### src/rtl/stopwatch_ctrl_if.sv
// Button, tick and control-output bundle between the stopwatch controller and its environment.
// master drives the buttons and tick; slave is the controller itself.
interface stopwatch_ctrl_if;
    logic       tick;
    logic       btn_start_stop;
    logic       btn_clear;
    logic       btn_lap;
    logic       count_en;
    logic       count_clr;
    logic       lap_hold;
    logic [1:0] state;

    modport master (
        output tick,
        output btn_start_stop,
        output btn_clear,
        output btn_lap,
        input  count_en,
        input  count_clr,
        input  lap_hold,
        input  state
    );

    modport slave (
        input  tick,
        input  btn_start_stop,
        input  btn_clear,
        input  btn_lap,
        output count_en,
        output count_clr,
        output lap_hold,
        output state
    );
endinterface

### src/rtl/stopwatch_ctrl.sv
// Stopwatch control FSM: synchronises and debounces the buttons, then sequences IDLE/RUN/PAUSE/LAP.
// Define STOPWATCH_LAP_EN to build the lap button path, the LAP state and lap_hold.
module stopwatch_ctrl #(
    parameter int DEBOUNCE_CYCLES = 1_000_000,
    parameter int DB_W            = 20
) (
    input  logic             clk,
    input  logic             rst_n,
    stopwatch_ctrl_if.slave  sw
);

    typedef enum logic [1:0] {
        IDLE  = 2'b00,
        RUN   = 2'b01,
        PAUSE = 2'b10,
        LAP   = 2'b11
    } state_t;

    localparam int BTN_SS  = 0;
    localparam int BTN_CLR = 1;
`ifdef STOPWATCH_LAP_EN
    localparam int BTN_LAP = 2;
    localparam int NUM_BTN = 3;
`else
    localparam int NUM_BTN = 2;
`endif

    localparam logic [DB_W-1:0] DB_LAST = DB_W'(DEBOUNCE_CYCLES - 1);

    logic [NUM_BTN-1:0] btn_raw;
    logic [NUM_BTN-1:0] evt;

    assign btn_raw[BTN_SS]  = sw.btn_start_stop;
    assign btn_raw[BTN_CLR] = sw.btn_clear;
`ifdef STOPWATCH_LAP_EN
    assign btn_raw[BTN_LAP] = sw.btn_lap;
`endif

    genvar gi;
    generate
        for (gi = 0; gi < NUM_BTN; gi++) begin : g_btn
            logic            sync1_q;
            logic            sync2_q;
            logic            deb_q;
            logic            deb_dly_q;
            logic            evt_q;
            logic [DB_W-1:0] cnt_q;
            logic [DB_W-1:0] cnt_d;
            logic            deb_d;

            // Counter restarts whenever the synchronised input agrees with the debounced level,
            // so only an uninterrupted run of DEBOUNCE_CYCLES differing cycles flips it.
            always_comb begin
                cnt_d = cnt_q + 1'b1;
                deb_d = deb_q;
                if (sync2_q == deb_q) begin
                    cnt_d = '0;
                end else if (cnt_q == DB_LAST) begin
                    cnt_d = '0;
                    deb_d = sync2_q;
                end
            end

            always_ff @(posedge clk or negedge rst_n) begin
                if (!rst_n) begin
                    sync1_q   <= 1'b0;
                    sync2_q   <= 1'b0;
                    deb_q     <= 1'b0;
                    deb_dly_q <= 1'b0;
                    evt_q     <= 1'b0;
                    cnt_q     <= '0;
                end else begin
                    sync1_q   <= btn_raw[gi];
                    sync2_q   <= sync1_q;
                    cnt_q     <= cnt_d;
                    deb_q     <= deb_d;
                    deb_dly_q <= deb_q;
                    evt_q     <= deb_q & ~deb_dly_q;
                end
            end

            assign evt[gi] = evt_q;
        end
    endgenerate

    logic evt_ss;
    logic evt_clr;
    logic evt_lap;

    assign evt_ss  = evt[BTN_SS];
    assign evt_clr = evt[BTN_CLR];
`ifdef STOPWATCH_LAP_EN
    assign evt_lap = evt[BTN_LAP];
`else
    assign evt_lap = 1'b0;
`endif

    state_t state_q;
    state_t state_d;
    logic   count_en_q;
    logic   count_en_d;
    logic   count_clr_q;
    logic   count_clr_d;

    // Each state tests its accepted events in clear > start_stop > lap order;
    // whatever loses in the same cycle is simply dropped.
    always_comb begin
        state_d     = state_q;
        count_clr_d = 1'b0;
        count_en_d  = sw.tick && ((state_q == RUN) || (state_q == LAP));
        case (state_q)
            IDLE: begin
                if (evt_clr) begin
                    count_clr_d = 1'b1;
                end else if (evt_ss) begin
                    state_d = RUN;
                end
            end
            RUN: begin
                if (evt_ss) begin
                    state_d = PAUSE;
                end else if (evt_lap) begin
                    state_d = LAP;
                end
            end
            LAP: begin
                if (evt_ss) begin
                    state_d = PAUSE;
                end else if (evt_lap) begin
                    state_d = RUN;
                end
            end
            PAUSE: begin
                if (evt_clr) begin
                    state_d     = IDLE;
                    count_clr_d = 1'b1;
                end else if (evt_ss) begin
                    state_d = RUN;
                end
            end
            default: begin
                state_d = IDLE;
            end
        endcase
    end

    always_ff @(posedge clk or negedge rst_n) begin
        if (!rst_n) begin
            state_q     <= IDLE;
            count_en_q  <= 1'b0;
            count_clr_q <= 1'b0;
        end else begin
            state_q     <= state_d;
            count_en_q  <= count_en_d;
            count_clr_q <= count_clr_d;
        end
    end

`ifdef STOPWATCH_LAP_EN
    logic lap_hold_q;

    always_ff @(posedge clk or negedge rst_n) begin
        if (!rst_n) begin
            lap_hold_q <= 1'b0;
        end else begin
            lap_hold_q <= (state_d == LAP);
        end
    end

    assign sw.lap_hold = lap_hold_q;
`else
    assign sw.lap_hold = 1'b0;
`endif

    assign sw.state     = state_q;
    assign sw.count_en  = count_en_q;
    assign sw.count_clr = count_clr_q;

endmodule

### src/flat_wrapper.sv
// flat-port wrapper written by rule: the top's interface ports become plain ports
module stopwatch_ctrl_flat 
#(
    parameter int DEBOUNCE_CYCLES = 1_000_000,
    parameter int DB_W            = 20
)
  (clk, rst_n, sw_tick, sw_btn_start_stop, sw_btn_clear, sw_btn_lap, sw_count_en, sw_count_clr, sw_lap_hold, sw_state);
  stopwatch_ctrl_if sw_i ();
  input  logic clk;
  input  logic rst_n;
  input wire logic [$bits(sw_i.tick)-1:0] sw_tick;
  input wire logic [$bits(sw_i.btn_start_stop)-1:0] sw_btn_start_stop;
  input wire logic [$bits(sw_i.btn_clear)-1:0] sw_btn_clear;
  input wire logic [$bits(sw_i.btn_lap)-1:0] sw_btn_lap;
  output wire logic [$bits(sw_i.count_en)-1:0] sw_count_en;
  output wire logic [$bits(sw_i.count_clr)-1:0] sw_count_clr;
  output wire logic [$bits(sw_i.lap_hold)-1:0] sw_lap_hold;
  output wire logic [$bits(sw_i.state)-1:0] sw_state;
  assign sw_i.tick = sw_tick;
  assign sw_i.btn_start_stop = sw_btn_start_stop;
  assign sw_i.btn_clear = sw_btn_clear;
  assign sw_i.btn_lap = sw_btn_lap;
  assign sw_count_en = sw_i.count_en;
  assign sw_count_clr = sw_i.count_clr;
  assign sw_lap_hold = sw_i.lap_hold;
  assign sw_state = sw_i.state;
  stopwatch_ctrl #(.DEBOUNCE_CYCLES(DEBOUNCE_CYCLES), .DB_W(DB_W)) u_core (.clk(clk), .rst_n(rst_n), .sw(sw_i));
endmodule
### config.mk
export PLATFORM = sky130hd
export DESIGN_NAME = stopwatch_ctrl_flat
export DESIGN_NICKNAME = d
export VERILOG_FILES = /design/src/rtl/stopwatch_ctrl_if.sv /design/src/rtl/stopwatch_ctrl.sv /design/src/flat_wrapper.sv
export SDC_FILE = /design/constraint.sdc
export NUM_CORES = 1
export LEC_CHECK = 0
export ABC_AREA = 1
export BUFFER_PORTS_ARGS = -buffer_cell sky130_fd_sc_hd__buf_2
export CORE_MARGIN = 2
export CORE_UTILIZATION = 30
export CTS_CLUSTER_SIZE = 12
export DETAILED_ROUTE_END_ITERATION = 8
export PLACE_DENSITY = 0.46
export SETUP_SLACK_MARGIN = 0.02
export SYNTH_ARGS = -nofsm -noshare
export SYNTH_HDL_FRONTEND = slang
export SYNTH_SLANG_ARGS = --single-unit
### constraint.sdc
create_clock -name clk -period 2.2 [get_ports clk]
set_clock_uncertainty 0.05 [all_clocks]
set_input_delay 0.22 -clock clk [delete_from_list [all_inputs] [get_ports clk]]
set_output_delay 0.22 -clock clk [all_outputs]
set_load 0.005 [all_outputs]
==> results.toml, run 1 <==
[detailed_routing]
ant_nets = 0
drtIter0Drc = 41
wirelength_mm = 5.239
dr.pass1.iters = 4
avgViaCountPerCell = 4.429
vias = 1984
drc = 0
wire_per_inst_um = 11.69

[finish]
layout-drive-gt1-share = 0.1412
syn_to_final_growth_pct = 11.10
fin_area_mm2 = 0.003032
diodes = 0
nets = 347
utilization = 0.3459

[grt]
gr-total-overflow = 0
grtUsageTotal = 0.1196
grt_pass1_vias = 2085
grt_max_degree = 55
antenna_found_initial = 0
grt_pass1_wl_mm = 9.625

[clocking]
path_clk_slew_ns = 0.11
cts_hold_buffers = 3
cts_buffers = 5
clk_latency_ns = 0.32
cts_resized = 0
cts_setup_buffers = 0
cts_root_buf = "clkbuf_8"
clock_path_buffers = 2
cts-htree-levels = 2
cts_tree = "yes"
cts.sinks = 54

[outcome]
status = "completed"

[sta]
rsz0062_at_grt = "no"
fmax_ghz = 0.6307
finalHoldViolCount = 0
finalCritPeriodShare = 0.7207
max_slew_margin = 0.5474
setup_violations = 0
worst_pin_slew_ns = 0.6789
min_period_ns = 1.586
holdWs_ns = 0.03492
final_max_slew_viol_count = 0
finalSetupTns_ns = 0

[setup_path]
start_kind = "register"
reg2reg_depth = 6
cp.arrival_ns = 1.75
crit_slowest_cell = "dfrtp_1"
cp.required_ns = 2.36
cp-end-kind = "register"
critical_path_class = "reg2reg"
worstPathMaxFanout = 7
cp_cell_sequence = "ha_1 > nand3_2 > nor2_2 > nand3_2 > nand2_2 > nor2_1"
critPathMaxStageDelay_ns = 0.40
cp_common_cell = "nand3_2"

[synthesis]
ys_ff_latch = 54
syn_area_per_cell_um2 = 8.501
synthesis.area_mm2 = 0.002729
synth_warnings = 0
ys_seq_area_frac = 0.4952
synth_cell_types = 28
syn-instance-count = 321
syn_nets = 329

[floorplanning]
num_rows = 34
fp.dieH_um = 99.38
io-pin-count = 11
die-width_um = 99.38
start_util = 0.3114
core-area_mm2 = 0.008763
dieArea_mm2 = 0.009875

[worst_hold_path]
hp-class = "in2reg"
hold_path_depth = 3

[job]
maxCapViolCount = 0

[placement]
port_buffers = 8
post-dp-hpwl_mm = 3.737
place_area_mm2 = 0.002904
place.gp.congestion = 0.7953

[power_and_ir_drop]
power_density_mw_per_mm2 = 556.7
p_leak_nw = 1.303
p_total_mw = 1.688
ir_drop_v = 0.0002289
[layout make-up]
class / instances / area (um^2)
Fill cell: 935 / 5732
Sequential cell: 54 / 1351
Multi-Input combinational cell: 238 / 1265
Tap cell: 108 / 135.1
Inverter: 28 / 105.1
Timing Repair Buffer: 12 / 77.57
Clock buffer: 5 / 68.82
Clock inverter: 3 / 28.78
[metal layers]
layer / track usage / vias up / share of wire
met5: 0 / - / 0
met4: 0.03056 / 0 / 0.015
met3: 0.03162 / 9 / 0.026
met2: 0.1970 / 16 / 0.45
met1: 0.1570 / 915 / 0.51
li1: - / 1044 / -
[cell usage in the layout, fill, tap and decap left out, drive strengths merged]
cell type,count
dfrtp,54
clkinv,1
nand2,62
buf,9
nand3,36
xor2,14
nor3b,2
clkbuf,5
o31ai,1
a21oi,3
ha,2
inv,30
xnor2,11
nand3b,1
and2,2
nor3,7
nand4,3
o21ai,2
o21bai,3
conb,1
nor2,88
dlygate4sd3,3
[path summary, 6_finish.rpt]
| check | slack [ns] | from | to |
|---|---|---|---|
| max reg2reg | 0.61 | u_core.g_btn[0].cnt_q[0]$_DFF_PN0_ | u_core.g_btn[0].cnt_q[18]$_DFF_PN0_ |
| min reg2reg | 0.31 | u_core.g_btn[1].sync1_q$_DFF_PN0_ | u_core.g_btn[1].sync2_q$_DFF_PN0_ |
| max | 0.61 | u_core.g_btn[0].cnt_q[0]$_DFF_PN0_ | u_core.g_btn[0].cnt_q[18]$_DFF_PN0_ |
| max in group asynchronous | 1.15 | rst_n | u_core.g_btn[0].cnt_q[19]$_DFF_PN0_ |
| min in group asynchronous | 0.50 | rst_n | u_core.g_btn[1].cnt_q[4]$_DFF_PN0_ |
| min | 0.03 | sw_tick | u_core.sw.count_en$_DFF_PN0_ |
[cells in the mapped netlist]
cell type / number / share of area
nor2_1: 77 / 0.11
nand2_1: 57 / 0.078
dfrtp_1: 54 / 0.50
nand3_1: 31 / 0.057
inv_1: 23 / 0.032
xor2_1: 12 / 0.039
xnor2_1: 11 / 0.035
nor2_2: 7 / 0.016
inv_2: 5 / 0.0069
nand3_2: 5 / 0.018
nor3_1: 5 / 0.0092
nor2_4: 4 / 0.017
a21oi_1: 3 / 0.0055
nand2_2: 3 / 0.0069
nand4_1: 3 / 0.0069
o21bai_1: 3 / 0.0083
and2_1: 2 / 0.0046
ha_1: 2 / 0.0092
nand2_4: 2 / 0.0083
nor3b_1: 2 / 0.0055
o21ai_1: 2 / 0.0037
xor2_2: 2 / 0.012
buf_4: 1 / 0.0028
conb_1: 1 / 0.0014
nand3b_2: 1 / 0.0041
nor3_2: 1 / 0.0037
nor3_4: 1 / 0.0060
o31ai_1: 1 / 0.0028
[where the power goes]
part           internal (mW)  switching, mW  total, mW
clock                  0.239          0.368      0.607
sequential              1.00         0.0103       1.01
combinational         0.0203         0.0455     0.0658
total                   1.26          0.424       1.69
[flip-flops by register name, summed over array words and instances (netlist names), 2 cells and up]
name and cells:
u_core.g_btn.sync2_q 2, u_core.g_btn.cnt_q 40, u_core.g_btn.deb_q 2, u_core.g_btn.deb_dly_q 2, u_core.g_btn.sync1_q 2, u_core.sw.state 2
[stage by stage]
| stage | cells | setup WS, ns |
|---|---|---|
| 4_1_cts | 448 | 0.5916 |
| 2_1_floorplan | 321 | 0.8380 |
| 3_5_place_dp | 437 | 0.6135 |
| 6_report | 448 | 0.6145 |
| 5_1_grt | 448 | 0.4097 |
| 3_3_place_gp | 437 | 0.6050 |
[worst max-delay path: cells and delay by family (launching register included)]
family                   cells  cell delay [ns]
adder cells (fa/ha/maj)      1             0.22
flip-flops                   1             0.40
AND/OR/NAND/NOR              5             0.82
[kinds of logic after synthesis]
logic type / share of synthesized area
compound gates: 0.02017
xor+xnor: 0.08574
fa+ha+maj: 0.009169
buf+inv: 0.04127
flops: 0.4952
other cells: 0.001374
simple gates: 0.3471
No activity file was read; power rests on OpenSTA's default activity.
==> run 2, diff against run 1 <==
--- a/config.mk
+++ b/config.mk
@@ -5,13 +5,13 @@
 export SDC_FILE = /design/constraint.sdc
 export NUM_CORES = 1
 export LEC_CHECK = 0
-export ABC_AREA = 1
+export ABC_AREA = 0
 export BUFFER_PORTS_ARGS = -buffer_cell sky130_fd_sc_hd__buf_2
 export CORE_MARGIN = 2
 export CORE_UTILIZATION = 30
 export CTS_CLUSTER_SIZE = 12
 export DETAILED_ROUTE_END_ITERATION = 8
-export PLACE_DENSITY = 0.46
+export PLACE_DENSITY = 0.47
 export SETUP_SLACK_MARGIN = 0.02
 export SYNTH_ARGS = -nofsm -noshare
 export SYNTH_HDL_FRONTEND = slang
==> constraint.sdc (replaced) <==
create_clock -name clk -period 1.28 [get_ports clk]
set_clock_uncertainty 0.05 [all_clocks]
set_input_delay 0.128 -clock clk [delete_from_list [all_inputs] [get_ports clk]]
set_output_delay 0.128 -clock clk [all_outputs]
set_load 0.005 [all_outputs]
==> run 2 against run 1 <==
  * The flow now finishes with violations (negative setup slack)
  * Clock power increased by 66%
  * Flip-flop and latch count unchanged
  * Die area decreased by 8.8%
  * Register-to-register slack got worse by 1.4 ns
  * Hold slack improved by 0.25 ns
  * Non-clock buffer count increased by 78
  * Wire length increased by 3.5%
  * Combinational power increased to 2.8 times the previous value
  * Area after synthesis decreased by 9.2%
  * Fmax decreased by 24%
  * Global-route usage increased by 1.6 points
  * Synthesized cell count decreased by 26%
  * Critical path type unchanged
  * Largest cell class unchanged
==> results.toml, run 2 <==
[sta]
rsz0062_at_grt = "yes"
finalHoldViolCount = 0
holdWs_ns = 0.2874
fmax_ghz = 0.4798
final_max_slew_viol_count = 0
finalCritPeriodShare = 1.628
min_period_ns = 2.084
finalSetupTns_ns = -25.12
setup_violations = 42
worst_slack_ns = -0.8043

[clocking]
cts_root_buf = "clkbuf_8"
cts-htree-levels = 2
cts_buffers = 5
cts_tree = "yes"
path_clk_slew_ns = 0.10
clk_latency_ns = 0.31
cts.sinks = 54
clock_path_buffers = 2

[floorplanning]
num_rows = 33
fp.dieH_um = 94.90
start_util = 0.3063
io-pin-count = 11
dieArea_mm2 = 0.009005
core-area_mm2 = 0.008093
die-width_um = 94.90

[detailed_routing]
dr.pass1.iters = 4
avgViaCountPerCell = 4.653
wire_per_inst_um = 12.47
drtIter0Drc = 69
wirelength_mm = 5.424
ant_nets = 0
drc = 0
vias = 2024

[finish]
utilization = 0.4431
fin_area_mm2 = 0.003586
layout_commonest_cell = "buf_4"
diodes = 0
layout-drive-gt1-share = 0.4606
final_cells = 435
final_cell_mix = "buf_4 (73), dfrtp_1 (53), nor2_1 (15)"
largest_reg_flops = 40
regMostFlops = "u_core.g_btn.cnt_q"
nets = 337
syn_to_final_growth_pct = 44.67

[worst_hold_path]
hp-class = "in2async"

[power_and_ir_drop]
switchingPower_mw = 0.6881
ir_drop_v = 0.0005407
combPwrFrac = 0.063
p_int_mw = 2.244
clkPwrFrac = 0.343
p_leak_nw = 1.541
swShare = 0.2346
power_density_mw_per_mm2 = 817.7
seq_power_share = 0.594

[synthesis]
yosysTopAreaCell = "dfrtp_1"
syn_area_per_cell_um2 = 10.37
ys_seq_area_frac = 0.5452
synth_cell_types = 37
async_flop_share = 1.000
synthTopCellsByCount = "dfrtp_1 (54), nor2_1 (31), xnor2_1 (16)"
synthesis.area_mm2 = 0.002479
ys_ff_latch = 54
synth_edf_count = 0
syn-instance-count = 239
synth_most_common_cell = "dfrtp_1"
yosys-top-cells-area = "dfrtp_1 (55%), xnor2_1 (5.7%), nor2_1 (4.7%)"
synth_warnings = 0
synthFlopType = "dfrtp_1"
yosysTopAreaCellShare = 0.5452
syn_nets = 247

[setup_path]
cp.required_ns = 1.43
crit_slowest_cell = "or4_4"
start_kind = "register"
reg2reg_to = "u_core.g_btn[1].deb_q$_DFFE_PN0P_"
reg2reg_depth = 4
cp-end-kind = "register"
worstPathMaxFanout = 2
cp_cell_sequence = "or4b_4 > or4_4 > nor2_2 > mux2_4"
cp.arrival_ns = 2.23
r2r_start = "u_core.g_btn[1].cnt_q[8]$_DFF_PN0_"
ff2ff_setup_slack_ns = -0.80
critical_path_class = "reg2reg"
critPathMaxStageDelay_ns = 0.57

[placement]
place_area_mm2 = 0.003154
post-dp-hpwl_mm = 3.460
port_buffers = 8
placed_cells = 408
place.gp.congestion = 0.7648

[grt]
grtUsageMet3 = 0.02713
grt_use_met2 = 0.2258
grt_use_met1 = 0.1759
grt_pass1_vias = 2076
top_usage_layer = "met2"
antenna_found_initial = 0
gr-total-overflow = 0
grt_pass1_wl_mm = 9.522
grtUsageTotal = 0.1360
grt_max_degree = 55

[outcome]
violations = "negative setup slack"
status = "finished with violations"

[job]
maxCapViolCount = 0
==> run 2: changes by cell type after synthesis, moves of 6 or more <==
cell	before	now
nand3_1	31	13
or3_1	0	6
a21oi_1	3	13
or4_1	0	8
nor2_2	7	0
nand2_1	57	11
inv_1	23	10
nor2_1	77	31
o21ai_0	0	9
==> run 2: layer usage <==
metal | part of all wire | vias up | wire, um
met2 | 0.50 | 17 | 2724
met1 | 0.46 | 984 | 2490
met4 | 0.017 | 0 | 94
li1 | - | 1015 | -
met3 | 0.021 | 8 | 115
met5 | 0 | - | 0
==> run 2: what timing repair did <==
action | 4_1_cts | 5_1_grt
hold buffers | 4 | 0
buffers inserted | 9 | 6
resized for setup | 20 | 25
pin swaps | 13 | 9
gates cloned | 1 | 0
endpoints found under the setup margin | 42 | 42
hold endpoints to repair | 57 | 0
==> run 2: cells by family after synthesis <==
| kind of cell | Yosys count | share of synthesized area |
|---|---|---|
| adders and majority gates | 2 | 0.01009 |
| xor gates and xnor gates | 24 | 0.08481 |
| muxes | 4 | 0.01767 |
| other | 1 | 0.001513 |
| and+or+nand+nor | 107 | 0.2357 |
| AOI/OAI and AO/OA | 30 | 0.07420 |
| buffers and inverters | 17 | 0.03079 |
| DFF | 54 | 0.5452 |
==> run 2: worst max-delay path, delay by kind of cell, from the launching register on <==
kind             cells  cell delay (ns)
DFF                  1             0.39
muxes                1             0.30
and+or+nand+nor      3             1.24
==> run 2: worst max-delay path by stage <==
stage,from,end,cells past startpoint
finish,u_core.g_btn[1].cnt_q[8]$_DFF_PN0_,u_core.g_btn[1].deb_q$_DFFE_PN0P_,4
global route,u_core.g_btn[1].cnt_q[8]$_DFF_PN0_,u_core.g_btn[1].cnt_q[17]$_DFF_PN0_,5
CTS,u_core.g_btn[1].cnt_q[8]$_DFF_PN0_,u_core.g_btn[1].cnt_q[17]$_DFF_PN0_,5
detailed placement,u_core.g_btn[1].cnt_q[8]$_DFF_PN0_,u_core.g_btn[1].cnt_q[17]$_DFF_PN0_,5
global placement,u_core.g_btn[1].cnt_q[8]$_DFF_PN0_,u_core.g_btn[1].cnt_q[15]$_DFF_PN0_,5
floorplan,u_core.g_btn[1].cnt_q[6]$_DFF_PN0_,u_core.g_btn[1].deb_q$_DFFE_PN0P_,4
==> run 2: cell type report <==
type | instances | area [um^2]
fill | 775 | 4507
sequential | 54 | 1353
multi-input combinational | 168 | 1267
timing repair buffer | 90 | 701.9
tap | 105 | 131.4
clock buffer | 6 | 82.58
inverter | 10 | 37.54
clock inverter | 2 | 12.51
==> run 2: stage by stage <==
stage / worst slack, ns / total power [mW]
after floorplan: -0.7623 / 1.834
after global placement: -0.7976 / 1.920
after detailed placement: -0.8468 / 1.921
after CTS: -0.8045 / 2.972
after global routing: -0.8627 / 3.085
final: -0.8043 / 2.932
==> run 2: power groups by stage <==
stage          Sequential (mW)  Combinational [mW]  Clock (mW)
4_1_cts                   1.74               0.173        1.06
3_3_place_gp              1.77               0.146           0
3_5_place_dp              1.77               0.146           0
2_1_floorplan             1.78              0.0570           0
5_1_grt                   1.75               0.207        1.13
6_report                  1.74               0.183        1.01
